## config.mk

```make
export PLATFORM = sky130hd
export DESIGN_NAME = flush_controller_flat
export DESIGN_NICKNAME = d
export VERILOG_FILES = /design/src/rtl/flush_controller_if.sv /design/src/rtl/flush_controller.sv /design/src/flat_wrapper.sv
export SDC_FILE = /design/constraint.sdc
export NUM_CORES = 1
export LEC_CHECK = 0
export ABC_AREA = 1
export BUFFER_PORTS_ARGS = -buffer_cell sky130_fd_sc_hd__buf_2
export CAP_MARGIN = 15
export CELL_PAD_IN_SITES_DETAIL_PLACEMENT = 0
export CELL_PAD_IN_SITES_GLOBAL_PLACEMENT = 1
export CORE_MARGIN = 5
export CORE_UTILIZATION = 39
export DETAILED_ROUTE_END_ITERATION = 8
export GPL_TIMING_DRIVEN = 0
export PLACE_DENSITY_LB_ADDON = 0.1
export REMOVE_ABC_BUFFERS = 1
export SYNTH_ARGS = -nofsm -noshare
export SYNTH_HDL_FRONTEND = slang
export SYNTH_SLANG_ARGS = --single-unit
export TNS_END_PERCENT = 20
```

## constraint.sdc

```tcl
create_clock -name clk -period 3.17 [get_ports clk]
set_input_delay 0.1585 -clock clk [delete_from_list [all_inputs] [get_ports clk]]
set_output_delay 0.1585 -clock clk [all_outputs]
set_load 0.02 [all_outputs]
```

## src/rtl/flush_controller_if.sv

```systemverilog
// Flush-coordinate and VGA write bus between the flush controller and its neighbours.
// The master drives scan coordinates and VGA writes; the renderers answer on obj_*.
interface flush_controller_if;
  logic [6:0] flush_x;
  logic [6:0] flush_y;
  logic       obj_enable;
  logic [5:0] obj_colour;
  logic [6:0] vga_x;
  logic [6:0] vga_y;
  logic [5:0] vga_colour;
  logic       vga_plot;

  modport master (
    output flush_x, flush_y, vga_x, vga_y, vga_colour, vga_plot,
    input  obj_enable, obj_colour
  );

  modport slave (
    input  flush_x, flush_y, vga_x, vga_y, vga_colour, vga_plot,
    output obj_enable, obj_colour
  );
endinterface

```

## src/rtl/flush_controller.sv

```systemverilog
// Frame-flush sequencer: raster-scans every pixel and issues one registered VGA write
// per pixel, taking the renderer colour where claimed and the background otherwise.
//
// state | meaning
// IDLE  | waiting for start, coordinates parked at (0,0)
// SCAN  | one pixel sampled and written per cycle
// DRAIN | last pixel write visible on the VGA port
// DONE  | one-cycle done pulse, frame counted; start here chains the next frame
module flush_controller #(
  parameter int         H_PIXELS  = 128,
  parameter int         V_PIXELS  = 120,
  parameter logic [5:0] BG_COLOUR = 6'b000000
) (
  input  logic                      clk,
  input  logic                      reset,
  input  logic                      start,
  input  logic                      clear,
  output logic                      busy,
  output logic                      done,
  output logic [7:0]                frame_count,
  flush_controller_if.master        fb
);

  typedef enum logic [1:0] {
    S_IDLE  = 2'd0,
    S_SCAN  = 2'd1,
    S_DRAIN = 2'd2,
    S_DONE  = 2'd3
  } state_t;

  // Compare against the last index so a full 128-wide row never needs an 8th bit.
  localparam logic [6:0] X_LAST = 7'(H_PIXELS - 1);
  localparam logic [6:0] Y_LAST = 7'(V_PIXELS - 1);

  state_t     state;
  state_t     state_nxt;
  logic [6:0] flush_x_r;
  logic [6:0] flush_y_r;
  logic [6:0] vga_x_r;
  logic [6:0] vga_y_r;
  logic [5:0] vga_colour_r;
  logic       vga_plot_r;
  logic [7:0] frame_count_r;
  logic       clear_r;
  logic       start_ok;
  logic       row_end;
  logic       last_pixel;

  assign start_ok   = start && ((state == S_IDLE) || (state == S_DONE));
  assign row_end    = (flush_x_r == X_LAST);
  assign last_pixel = (state == S_SCAN) && row_end && (flush_y_r == Y_LAST);

  always_ff @(posedge clk) begin
    if (reset) begin
      state <= S_IDLE;
    end else begin
      state <= state_nxt;
    end
  end

  always_comb begin
    state_nxt = state;
    case (state)
      S_IDLE:  if (start_ok) state_nxt = S_SCAN;
      S_SCAN:  if (last_pixel) state_nxt = S_DRAIN;
      S_DRAIN: state_nxt = S_DONE;
      S_DONE:  state_nxt = start_ok ? S_SCAN : S_IDLE;
      default: state_nxt = S_IDLE;
    endcase
  end

  always_comb begin
    busy = 1'b0;
    done = 1'b0;
    case (state)
      S_SCAN,
      S_DRAIN: busy = 1'b1;
      S_DONE:  done = 1'b1;
      default: ;
    endcase
  end

  always_ff @(posedge clk) begin
    if (reset) begin
      flush_x_r     <= 7'd0;
      flush_y_r     <= 7'd0;
      vga_x_r       <= 7'd0;
      vga_y_r       <= 7'd0;
      vga_colour_r  <= BG_COLOUR;
      vga_plot_r    <= 1'b0;
      frame_count_r <= 8'd0;
      clear_r       <= 1'b0;
    end else begin
      if (start_ok) begin
        clear_r <= clear;
      end

      if (state == S_SCAN) begin
        vga_x_r      <= flush_x_r;
        vga_y_r      <= flush_y_r;
        vga_plot_r   <= 1'b1;
        vga_colour_r <= (fb.obj_enable && !clear_r) ? fb.obj_colour : BG_COLOUR;
        if (last_pixel) begin
          flush_x_r <= 7'd0;
          flush_y_r <= 7'd0;
        end else if (row_end) begin
          flush_x_r <= 7'd0;
          flush_y_r <= flush_y_r + 7'd1;
        end else begin
          flush_x_r <= flush_x_r + 7'd1;
        end
      end else begin
        vga_plot_r <= 1'b0;
      end

      // Counted on the way into DONE so the new value is visible alongside done.
      if (state == S_DRAIN) begin
        frame_count_r <= frame_count_r + 8'd1;
      end
    end
  end

  assign fb.flush_x    = flush_x_r;
  assign fb.flush_y    = flush_y_r;
  assign fb.vga_x      = vga_x_r;
  assign fb.vga_y      = vga_y_r;
  assign fb.vga_colour = vga_colour_r;
  assign fb.vga_plot   = vga_plot_r;
  assign frame_count   = frame_count_r;

endmodule

```

## src/flat_wrapper.sv

```systemverilog
// flat-port wrapper written by rule: the top's interface ports become plain ports
module flush_controller_flat 
#(
  parameter int         H_PIXELS  = 128,
  parameter int         V_PIXELS  = 120,
  parameter logic [5:0] BG_COLOUR = 6'b000000
)
  (clk, reset, start, clear, busy, done, frame_count, fb_flush_x, fb_flush_y, fb_vga_x, fb_vga_y, fb_vga_colour, fb_vga_plot, fb_obj_enable, fb_obj_colour);
  flush_controller_if fb_i ();
  input  logic clk;
  input  logic reset;
  input  logic start;
  input  logic clear;
  output logic busy;
  output logic done;
  output logic [7:0] frame_count;
  output wire logic [$bits(fb_i.flush_x)-1:0] fb_flush_x;
  output wire logic [$bits(fb_i.flush_y)-1:0] fb_flush_y;
  output wire logic [$bits(fb_i.vga_x)-1:0] fb_vga_x;
  output wire logic [$bits(fb_i.vga_y)-1:0] fb_vga_y;
  output wire logic [$bits(fb_i.vga_colour)-1:0] fb_vga_colour;
  output wire logic [$bits(fb_i.vga_plot)-1:0] fb_vga_plot;
  input wire logic [$bits(fb_i.obj_enable)-1:0] fb_obj_enable;
  input wire logic [$bits(fb_i.obj_colour)-1:0] fb_obj_colour;
  assign fb_flush_x = fb_i.flush_x;
  assign fb_flush_y = fb_i.flush_y;
  assign fb_vga_x = fb_i.vga_x;
  assign fb_vga_y = fb_i.vga_y;
  assign fb_vga_colour = fb_i.vga_colour;
  assign fb_vga_plot = fb_i.vga_plot;
  assign fb_i.obj_enable = fb_obj_enable;
  assign fb_i.obj_colour = fb_obj_colour;
  flush_controller #(.H_PIXELS(H_PIXELS), .V_PIXELS(V_PIXELS), .BG_COLOUR(BG_COLOUR)) u_core (.clk(clk), .reset(reset), .start(start), .clear(clear), .busy(busy), .done(done), .frame_count(frame_count), .fb(fb_i));
endmodule
```

# Yosys cells after proc, flatten, opt, wreduce, memory -nomap -nowiden
# Cells that the tools add are included.
dict set report word_totals {
  inputBits 11
  wordCells 42
  reg_bits 46
}
dict set report op_classes {
  eq_ne 7
  n_addsub 3
  muxes 12
  n_reduce_logical 11
}
# op n
set ops {}
lappend ops {{$mux 7} 4}
lappend ops {{$add 7x1->7 const B} 2}
lappend ops {{$eq 7x7->1 const B} 2}
lappend ops {{$add 8x1->8 const B} 1}
lappend ops {{$pmux 2 s4} 1}
lappend ops {{$mux 6} 1}
lappend ops {{$eq 2x2->1 const B} 2}
lappend ops {{$logic_and 1x1->1} 4}
lappend ops {{$mux 1} 4}
lappend ops {{$mux 2} 2}
lappend ops {{$ne 2x1->1 const B} 2}
lappend ops {{$reduce_and 2->1} 2}
lappend ops {{$eq 2x1->1 const B} 1}
lappend ops {{$logic_not 2->1} 1}
lappend ops {{$reduce_bool 2->1} 1}
lappend ops {{$reduce_or 2->1} 1}
lappend ops {{$logic_not 1->1} 1}
lappend ops {{$logic_or 1x1->1} 1}

# Longest topological paths before layout
# Gate-level depths: netlist of the first run.
dict set report depth {
  ltp_word 5
  mapped_depth 9
  depth_no_buf 9
}

# Worst setup path before layout of the first run
# OpenSTA, ideal clock, no wires.
dict set report synth_path {
  path_kind {register to register}
  startpoint {register u_core.flush_x_r[1], in the netlist u_core.fb.flush_x[1]}
  endpoint {register u_core.state[0]}
  arrival_time_ps 1344
  required_ps 3055
  stages_incl_launch_ff 9
  n_path_buf 0
  setup_slack_ps 1711
  path_cell_list {dfxtp_1 ha_1 nand2_1 nor2_1 nand2_1 o21ai_2 nand3_1 nand2_1 nor2_1}
}
dict set report synth_between {
  elab_chain_cells 5
}
# item line
set synth_rtl {}
lappend synth_rtl {{start, declared} flush_controller.sv:37} ;# logic [6:0] flush_x_r;
lappend synth_rtl {{start signal, assigned} flush_controller.sv:110} ;# flush_x_r <= flush_x_r + 7'd1;
lappend synth_rtl {{$eq 7x7->1} flush_controller.sv:50} ;# assign row_end = (flush_x_r == X_LAST);
lappend synth_rtl {{$logic_and 1x1->1 (2 in series)} flush_controller.sv:51} ;# assign last_pixel = (state == S_SCAN) && row_end && (flush_y_r == Y_LAST);
lappend synth_rtl {{$ne 2x1->1 (no line)} -}
lappend synth_rtl {{$reduce_and 2->1 (no line)} -}
lappend synth_rtl {{end signal, assigned} flush_controller.sv:57} ;# state <= state_nxt;
lappend synth_rtl {{end, declared} flush_controller.sv:35} ;# state_t state;
# No other way between the ends.
# A chain may end at the register's enable or synchronous reset.

# Worst setup path after layout of the first run
dict set report layout_path {
  startpoint {register u_core.state[1]}
  endpoint {register u_core.flush_x_r[5], in the netlist u_core.fb.flush_x[5]}
}
dict set report layout_between {
  elab_chain_cells 4
}
# item line
set layout_rtl {}
lappend layout_rtl {{$eq 2x1->1 *} {flush_controller.sv:51, flush_controller.sv:98}}
lappend layout_rtl {{$logic_and 1x1->1 (2 in series)} flush_controller.sv:51}
lappend layout_rtl {{$mux 7} flush_controller.sv:103} ;# if (last_pixel) begin
# Mark *: on every way between the ends. The rest lies on a longest branch, timed or not.

==> flow_metrics.py, run 1 <==
metrics = {
    "sta": {
        "min_period_ns": 1.99,
        "fmax_mhz": 502,
        "slew_headroom_pct": 46.0,
        "slew_violations": 0,
        "hold_ws_ns": 0.101,
        "min_period_over_period_pct": 62.8,
        "rsz0062_at_grt": "false",
        "tns_ns": 0,
        "finalHoldViolations": 0,
        "final-setup-viol-count": 0,
        "finClkSkew_ns": 0.00862,
        "worstMarginPinSlew_ns": 0.810,
        "finalWorstSetupSlack_ns": 1.18,
    },
    "clock_tree": {
        "cts_tree": "yes",
        "cts_buffers": 5,
        "clkTransAtPathRegs_ns": 0.08,
        "clkSinkCount": 46,
        "postCtsSetupBuffers": 0,
        "cts_hold_buf": 0,
        "clockBufferDepth": 2,
        "clk_latency_ns": 0.30,
        "cts_root_buffer": "clkbuf_8",
        "cts_resized": 0,
        "h-tree-depth": 2,
    },
    "synthesis": {
        "netlist_area_um2": 1980,
        "synth.area.top_cells": "dfxtp_1 (47%), nand2_1 (8.9%), a21oi_1 (8.1%)",
        "synth_cells": 262,
        "synth.distinct_cells": 26,
        "ys_ff_latch": 46,
        "ys_warn_count": 0,
        "synth_top_area_cell": "dfxtp_1",
        "syn_area_per_cell_um2": 7.54,
        "synth_top_area_share_pct": 46.6,
        "synth-seq-area-share_pct": 46.6,
    },
    "die": {
        "die_x_um": 81.2,
        "io_pins": 56,
        "die_h_um": 81.2,
        "die_area_um2": 6590,
        "rows": 26,
        "coreArea_um2": 5010,
        "start_util_pct": 39.4,
    },
    "drt": {
        "post_drt_via_cell_ratio": 4.64,
        "wl_met2_um": 1840,
        "wl_per_cell_um": 11.3,
        "wl_met3_um": 268,
        "first_pass_iters": 6,
        "drc": 0,
        "wirelength_um": 4360,
        "via_count": 1791,
        "drt_iter0_drc": 61,
        "top_layer": "met4",
        "detail-route-antenna-nets": 0,
        "m1WireLength_um": 2180,
    },
    "worst_setup_path": {
        "critical_path_class": "reg -> reg",
        "required_ns": 3.36,
        "reg2reg_slack_ns": 1.18,
        "endpoint_kind": "flop",
        "critPathMaxFanout": 42,
        "cp-startpoint": "u_core.state[1]$_SDFFE_PP0P_",
        "crit_end": "u_core.fb.flush_x[5]$_SDFFE_PP0P_",
        "r2r-end": "u_core.fb.flush_x[5]$_SDFFE_PP0P_",
        "cp_slowest_cell": "ha_2",
        "crit_chain": "inv_1 -> ha_2 -> nand2_2 -> nor2_1 -> nand2_1 -> nor3_1 -> nor3b_2",
        "rr_startpoint": "u_core.state[1]$_SDFFE_PP0P_",
        "reg2reg_depth": 7,
        "critical_path.max_stage_delay_ns": 0.71,
        "start_kind": "flop",
        "arrival_ns": 2.18,
    },
    "finish": {
        "final_cell_area_um2": 2380,
        "drive_gt1_share_pct": 22.2,
        "nets": 335,
        "antenna_cells": 0,
        "instances_no_fill": 386,
        "areaGrowthSynthToFinish_pct": 20.3,
        "fin_util_pct": 47.4,
        "final_common_cell": "buf_2",
        "final_cell_mix": "buf_2 (55), nand2_1 (47), dfxtp_1 (46)",
    },
    "job": {
        "maxCapViolations": 0,
    },
    "grt": {
        "grt_use_total_pct": 14.2,
        "grt_pass1_vias": 1649,
        "antenna_found_initial": 0,
        "grt_pass1_wl_um": 7320,
        "grt-ovfl-total": 0,
        "grt_max_degree": 43,
    },
    "pwr": {
        "clkPwrFrac_pct": 19.6,
        "p_sw_uw": 687,
        "p_int_mw": 1.05,
        "ir_drop_mv": 0.383,
        "sw_frac_of_total_pct": 39.5,
        "p_comb_share_pct": 36.0,
        "power_mw": 1.74,
        "power_density_nw_per_um2": 732,
        "p_leak_nw": 1.11,
        "pwr-share-seq_pct": 44.4,
    },
    "placed_design": {
        "gp_congestion": 0.687,
        "dp.cells": 379,
        "post-place-ws_ns": 1.18,
        "postPlaceCellArea_um2": 2300,
        "io_buffer_count": 55,
        "dp_hpwl_um": 3040,
    },
    "hold_path": {
        "hold_class": "in -> reg",
    },
    "run_status": {
        "outcome": "finished, final reports clean",
    },
}
## cells by family (layout without fill, tap and decap cells)
family / after synthesis / after routing / share of synthesized area (%)
AND/OR/NAND/NOR: 111 / 111 / 24.9
AO/OA/AOI/OAI: 59 / 59 / 15.3
flip-flops: 46 / 46 / 46.6
XOR/XNOR: 1 / 1 / 0.443
buffers and inverters: 37 / 91 / 7.66
adder cells (fa/ha/maj): 8 / 8 / 5.07
## sequential cells by signal (all words and copies together), names as in the netlist
register and cells:
u_core.clear_r 1, u_core.fb.flush_x 7, u_core.fb.flush_y 7, u_core.fb.vga_colour 6, u_core.fb.vga_plot 1, u_core.fb.vga_x 7
u_core.fb.vga_y 7, u_core.frame_count 8, u_core.state 2
## layer usage
metal  vias to the layer above  GRT usage, %
met4                         0          5.57
met5                         -             0
met2                        42          22.4
met1                       786          18.2
li1                        956             -
met3                         7          3.99
## power groups by stage
stage	clock (mW)	combinational, mW	sequential (mW)
after global placement	0	0.632	0.783
after detailed placement	0	0.639	0.785
final	0.341	0.627	0.773
after CTS	0.351	0.642	0.774
after global routing	0.372	0.712	0.790
after floorplan	0	0.304	0.913
## worst min-delay path by stage
stage | from | to | slack [ns] | cells past startpoint
after floorplan | reset | u_core.clear_r$_SDFFE_PP0P_ | 0.23 | 1
after detailed placement | fb_obj_colour[0] | u_core.fb.vga_colour[0]$_SDFFE_PP0P_ | 0.42 | 3
final | fb_obj_colour[2] | u_core.fb.vga_colour[2]$_SDFFE_PP0P_ | 0.10 | 3
after global placement | fb_obj_colour[2] | u_core.fb.vga_colour[2]$_SDFFE_PP0P_ | 0.41 | 3
after CTS | fb_obj_colour[2] | u_core.fb.vga_colour[2]$_SDFFE_PP0P_ | 0.1 | 3
after global routing | fb_obj_colour[5] | u_core.fb.vga_colour[5]$_SDFFE_PP0P_ | 0.10 | 3
## critical path, delay by kind of cell (launching register included)
kind                       cells  cell delay, ns
DFF                            1            0.34
and+or+nand+nor                5            0.71
adders and majority gates      1            0.71
buffers and inverters          1            0.12
## synthesized netlist by cell type, drive strengths merged
library cell   n
a211oi         1
nor2          39
nand4          2
clkinv         1
a21oi         32
dfxtp         46
xor2           1
inv           28
o21ai         25
o22ai          1
nand2         49
ha             8
nand3         14
clkbuf         3
nor3           5
buf            5
nor3b          2
## cell type report
class                           instances  area [µm²]
Sequential cell                        46         921
Tap cell                               70        87.6
Fill cell                             551        2630
Inverter                               29         110
Multi-Input combinational cell        179         906
Clock buffer                            7        76.3
Timing Repair Buffer                   55         275
Note: power is estimated with default switching activity, not from simulation.
==> inputs of run 2 (changes only) <==
--- a/config.mk
+++ b/config.mk
@@ -11,7 +11,7 @@
 export CELL_PAD_IN_SITES_DETAIL_PLACEMENT = 0
 export CELL_PAD_IN_SITES_GLOBAL_PLACEMENT = 1
 export CORE_MARGIN = 5
-export CORE_UTILIZATION = 39
+export CORE_UTILIZATION = 36
 export DETAILED_ROUTE_END_ITERATION = 8
 export GPL_TIMING_DRIVEN = 0
 export PLACE_DENSITY_LB_ADDON = 0.1
==> constraint.sdc (replaced) <==
create_clock -name clk -period 1.9 [get_ports clk]
set_input_delay 0.095 -clock clk [delete_from_list [all_inputs] [get_ports clk]]
set_output_delay 0.095 -clock clk [all_outputs]
set_load 0.02 [all_outputs]
==> run 2 against run 1 <==
Against the previous run: global-route usage shrank 1.1 points; sequential cell count unchanged; critical path depth stayed put; power up 82%; die area increased by 7.3%; maximum frequency up 24%; combinational power up 83%; largest power group unchanged.
==> flow_metrics.py, run 2 (synthesis gave the netlist of run 1 again) <==
metrics = {
    "finish": {
        "largest_reg_flops": 8,
        "regArea_um2": 921,
        "antenna_cells": 0,
        "final_cell_area_um2": 2450,
        "num-fill-cells": 569,
        "nets": 336,
        "instances_no_fill": 390,
        "drive_gt1_share_pct": 23.3,
        "areaGrowthSynthToFinish_pct": 23.8,
        "final_cell_mix": "buf_2 (55), nand2_1 (47), dfxtp_1 (46)",
        "multi_input_area_um2": 916,
        "final_common_cell": "buf_2",
    },
    "die": {
        "io_pins": 56,
        "die_x_um": 84.1,
        "rows": 27,
        "die_area_um2": 7070,
        "start_util_pct": 36.6,
        "die_h_um": 84.1,
        "coreArea_um2": 5410,
    },
    "clock_tree": {
        "cts_buffers": 5,
        "h-tree-depth": 2,
        "clkSinkCount": 46,
        "clk_latency_ns": 0.30,
        "cts_tree": "yes",
        "clkTransAtPathRegs_ns": 0.09,
        "cts_hold_buf": 0,
        "clockBufferDepth": 2,
        "cts_root_buffer": "clkbuf_8",
    },
    "sta": {
        "rsz0062_at_grt": "false",
        "slew_violations": 0,
        "min_period_ns": 1.61,
        "worstMarginPinSlew_ns": 0.842,
        "fmax_mhz": 621,
        "slew_headroom_pct": 43.8,
        "finalHoldViolations": 0,
        "finClkSkew_ns": 0.0103,
        "final-setup-viol-count": 0,
        "min_period_over_period_pct": 84.8,
    },
    "worst_setup_path": {
        "start_kind": "flop",
        "critical_path.max_stage_delay_ns": 0.36,
        "endpoint_kind": "flop",
        "cp-startpoint": "u_core.state[1]$_SDFFE_PP0P_",
        "critical_path_class": "reg -> reg",
        "required_ns": 2.09,
        "arrival_ns": 1.80,
        "cp_slowest_cell": "dfxtp_1",
        "cp_top_family": "simple AND/OR/NAND/NOR gates",
        "crit_chain": "inv_1 -> ha_4 -> nand2_2 -> nor2_1 -> nand2_1 -> nor3_1 -> nor3b_2",
        "critPathMaxFanout": 22,
        "critPathBufInv": 1,
        "rr_startpoint": "u_core.state[1]$_SDFFE_PP0P_",
    },
    "pwr": {
        "power_density_nw_per_um2": 1290,
        "clkPwrFrac_pct": 22.7,
        "pwr-share-seq_pct": 41.1,
        "p_int_mw": 1.95,
        "p_leak_nw": 1.14,
        "ir_drop_mv": 0.673,
        "power_mw": 3.16,
        "p_comb_share_pct": 36.2,
        "p_sw_mw": 1.21,
        "sw_frac_of_total_pct": 38.3,
    },
    "drt": {
        "wl_per_cell_um": 12.1,
        "drc": 0,
        "via_count": 1794,
        "wirelength_um": 4720,
        "detail-route-antenna-nets": 0,
        "drt_iter0_drc": 43,
        "first_pass_iters": 4,
        "post_drt_via_cell_ratio": 4.60,
    },
    "placed_design": {
        "dp.cells": 381,
        "postPlaceCellArea_um2": 2300,
        "dp_hpwl_um": 3150,
        "gp_congestion": 0.704,
        "io_buffer_count": 55,
    },
    "grt": {
        "grt-ovfl-total": 0,
        "grt_pass1_vias": 1676,
        "antenna_found_initial": 0,
        "grt_max_degree": 43,
        "grt_pass1_wl_um": 7560,
        "grt_use_total_pct": 13.0,
    },
    "job": {
        "maxCapViolations": 0,
    },
    "hold_path": {
        "min_from": "fb_obj_colour[5]",
        "hold_class": "in -> reg",
    },
    "run_status": {
        "outcome": "finished, final reports clean",
    },
}
[run 2: cell count changes in the layout (fill, tap and decap cells not counted)]
cell,previous run,this run
clkbuf_1,2,0
clkinv_2,1,3
bufinv_16,0,1
clkbuf_16,0,1
ha_2,1,0
ha_4,0,1
[run 2: repair_timing]
item,CTS,global route
buffers inserted,0,1
endpoints found under the setup margin,2,1
gates resized for setup,1,0
cloned,0,0
[run 2: cell type report]
| class | count | area share (%) |
|---|---|---|
| well taps | 72 | 3.68 |
| clock buffers | 5 | 2.81 |
| multi-input cells | 179 | 37.4 |
| inverters | 29 | 4.50 |
| repair buffers | 56 | 12.3 |
| clock inverters | 3 | 1.64 |
| flip-flops and latches | 46 | 37.6 |
[run 2: power groups by stage]
stage | clock [mW] | sequential (mW) | combinational (mW)
after detailed placement | 0 | 1.32 | 1.06
after global placement | 0 | 1.31 | 1.06
final | 0.717 | 1.30 | 1.15
after global routing | 0.782 | 1.33 | 1.28
after floorplan | 0 | 1.52 | 0.508
after CTS | 0.747 | 1.30 | 1.09
[run 2: worst min-delay path, stage by stage]
cell	delay, ns
buf_2	0.09
nand2_1	0.05
a21oi_1	0.05
[run 2: path summary, 6_finish.rpt]
check             cells past startpoint  slack [ns]                                   end
setup / recovery                      7        0.29     u_core.fb.flush_x[5]$_SDFFE_PP0P_
hold / removal                        3        0.03  u_core.fb.vga_colour[5]$_SDFFE_PP0P_
setup reg to reg                      7        0.29     u_core.fb.flush_x[5]$_SDFFE_PP0P_
hold reg to reg                       2        0.46           u_core.clear_r$_SDFFE_PP0P_
[run 2: per-layer routing]
layer / routed length [µm] / share of wire [%] / track usage, %
met5: 0 / 0 / 0
met4: 61 / 1.3 / 3.95
met3: 278 / 5.9 / 5.13
met2: 2120 / 45 / 20.5
met1: 2260 / 48 / 16.3
[run 2: per-stage QoR]
step	hold WS (ns)	setup slack, ns	util [%]	setup TNS [ns]
2_1_floorplan	0.164	-0.0622	-	-0.0622
3_3_place_gp	0.348	-0.574	42.5	-12.18
3_5_place_dp	0.349	-0.0968	42.6	-0.0968
4_1_cts	0.0216	0.152	44.8	0
5_1_grt	0.0250	0.0994	45.3	0
6_report	0.0265	0.289	45.3	0
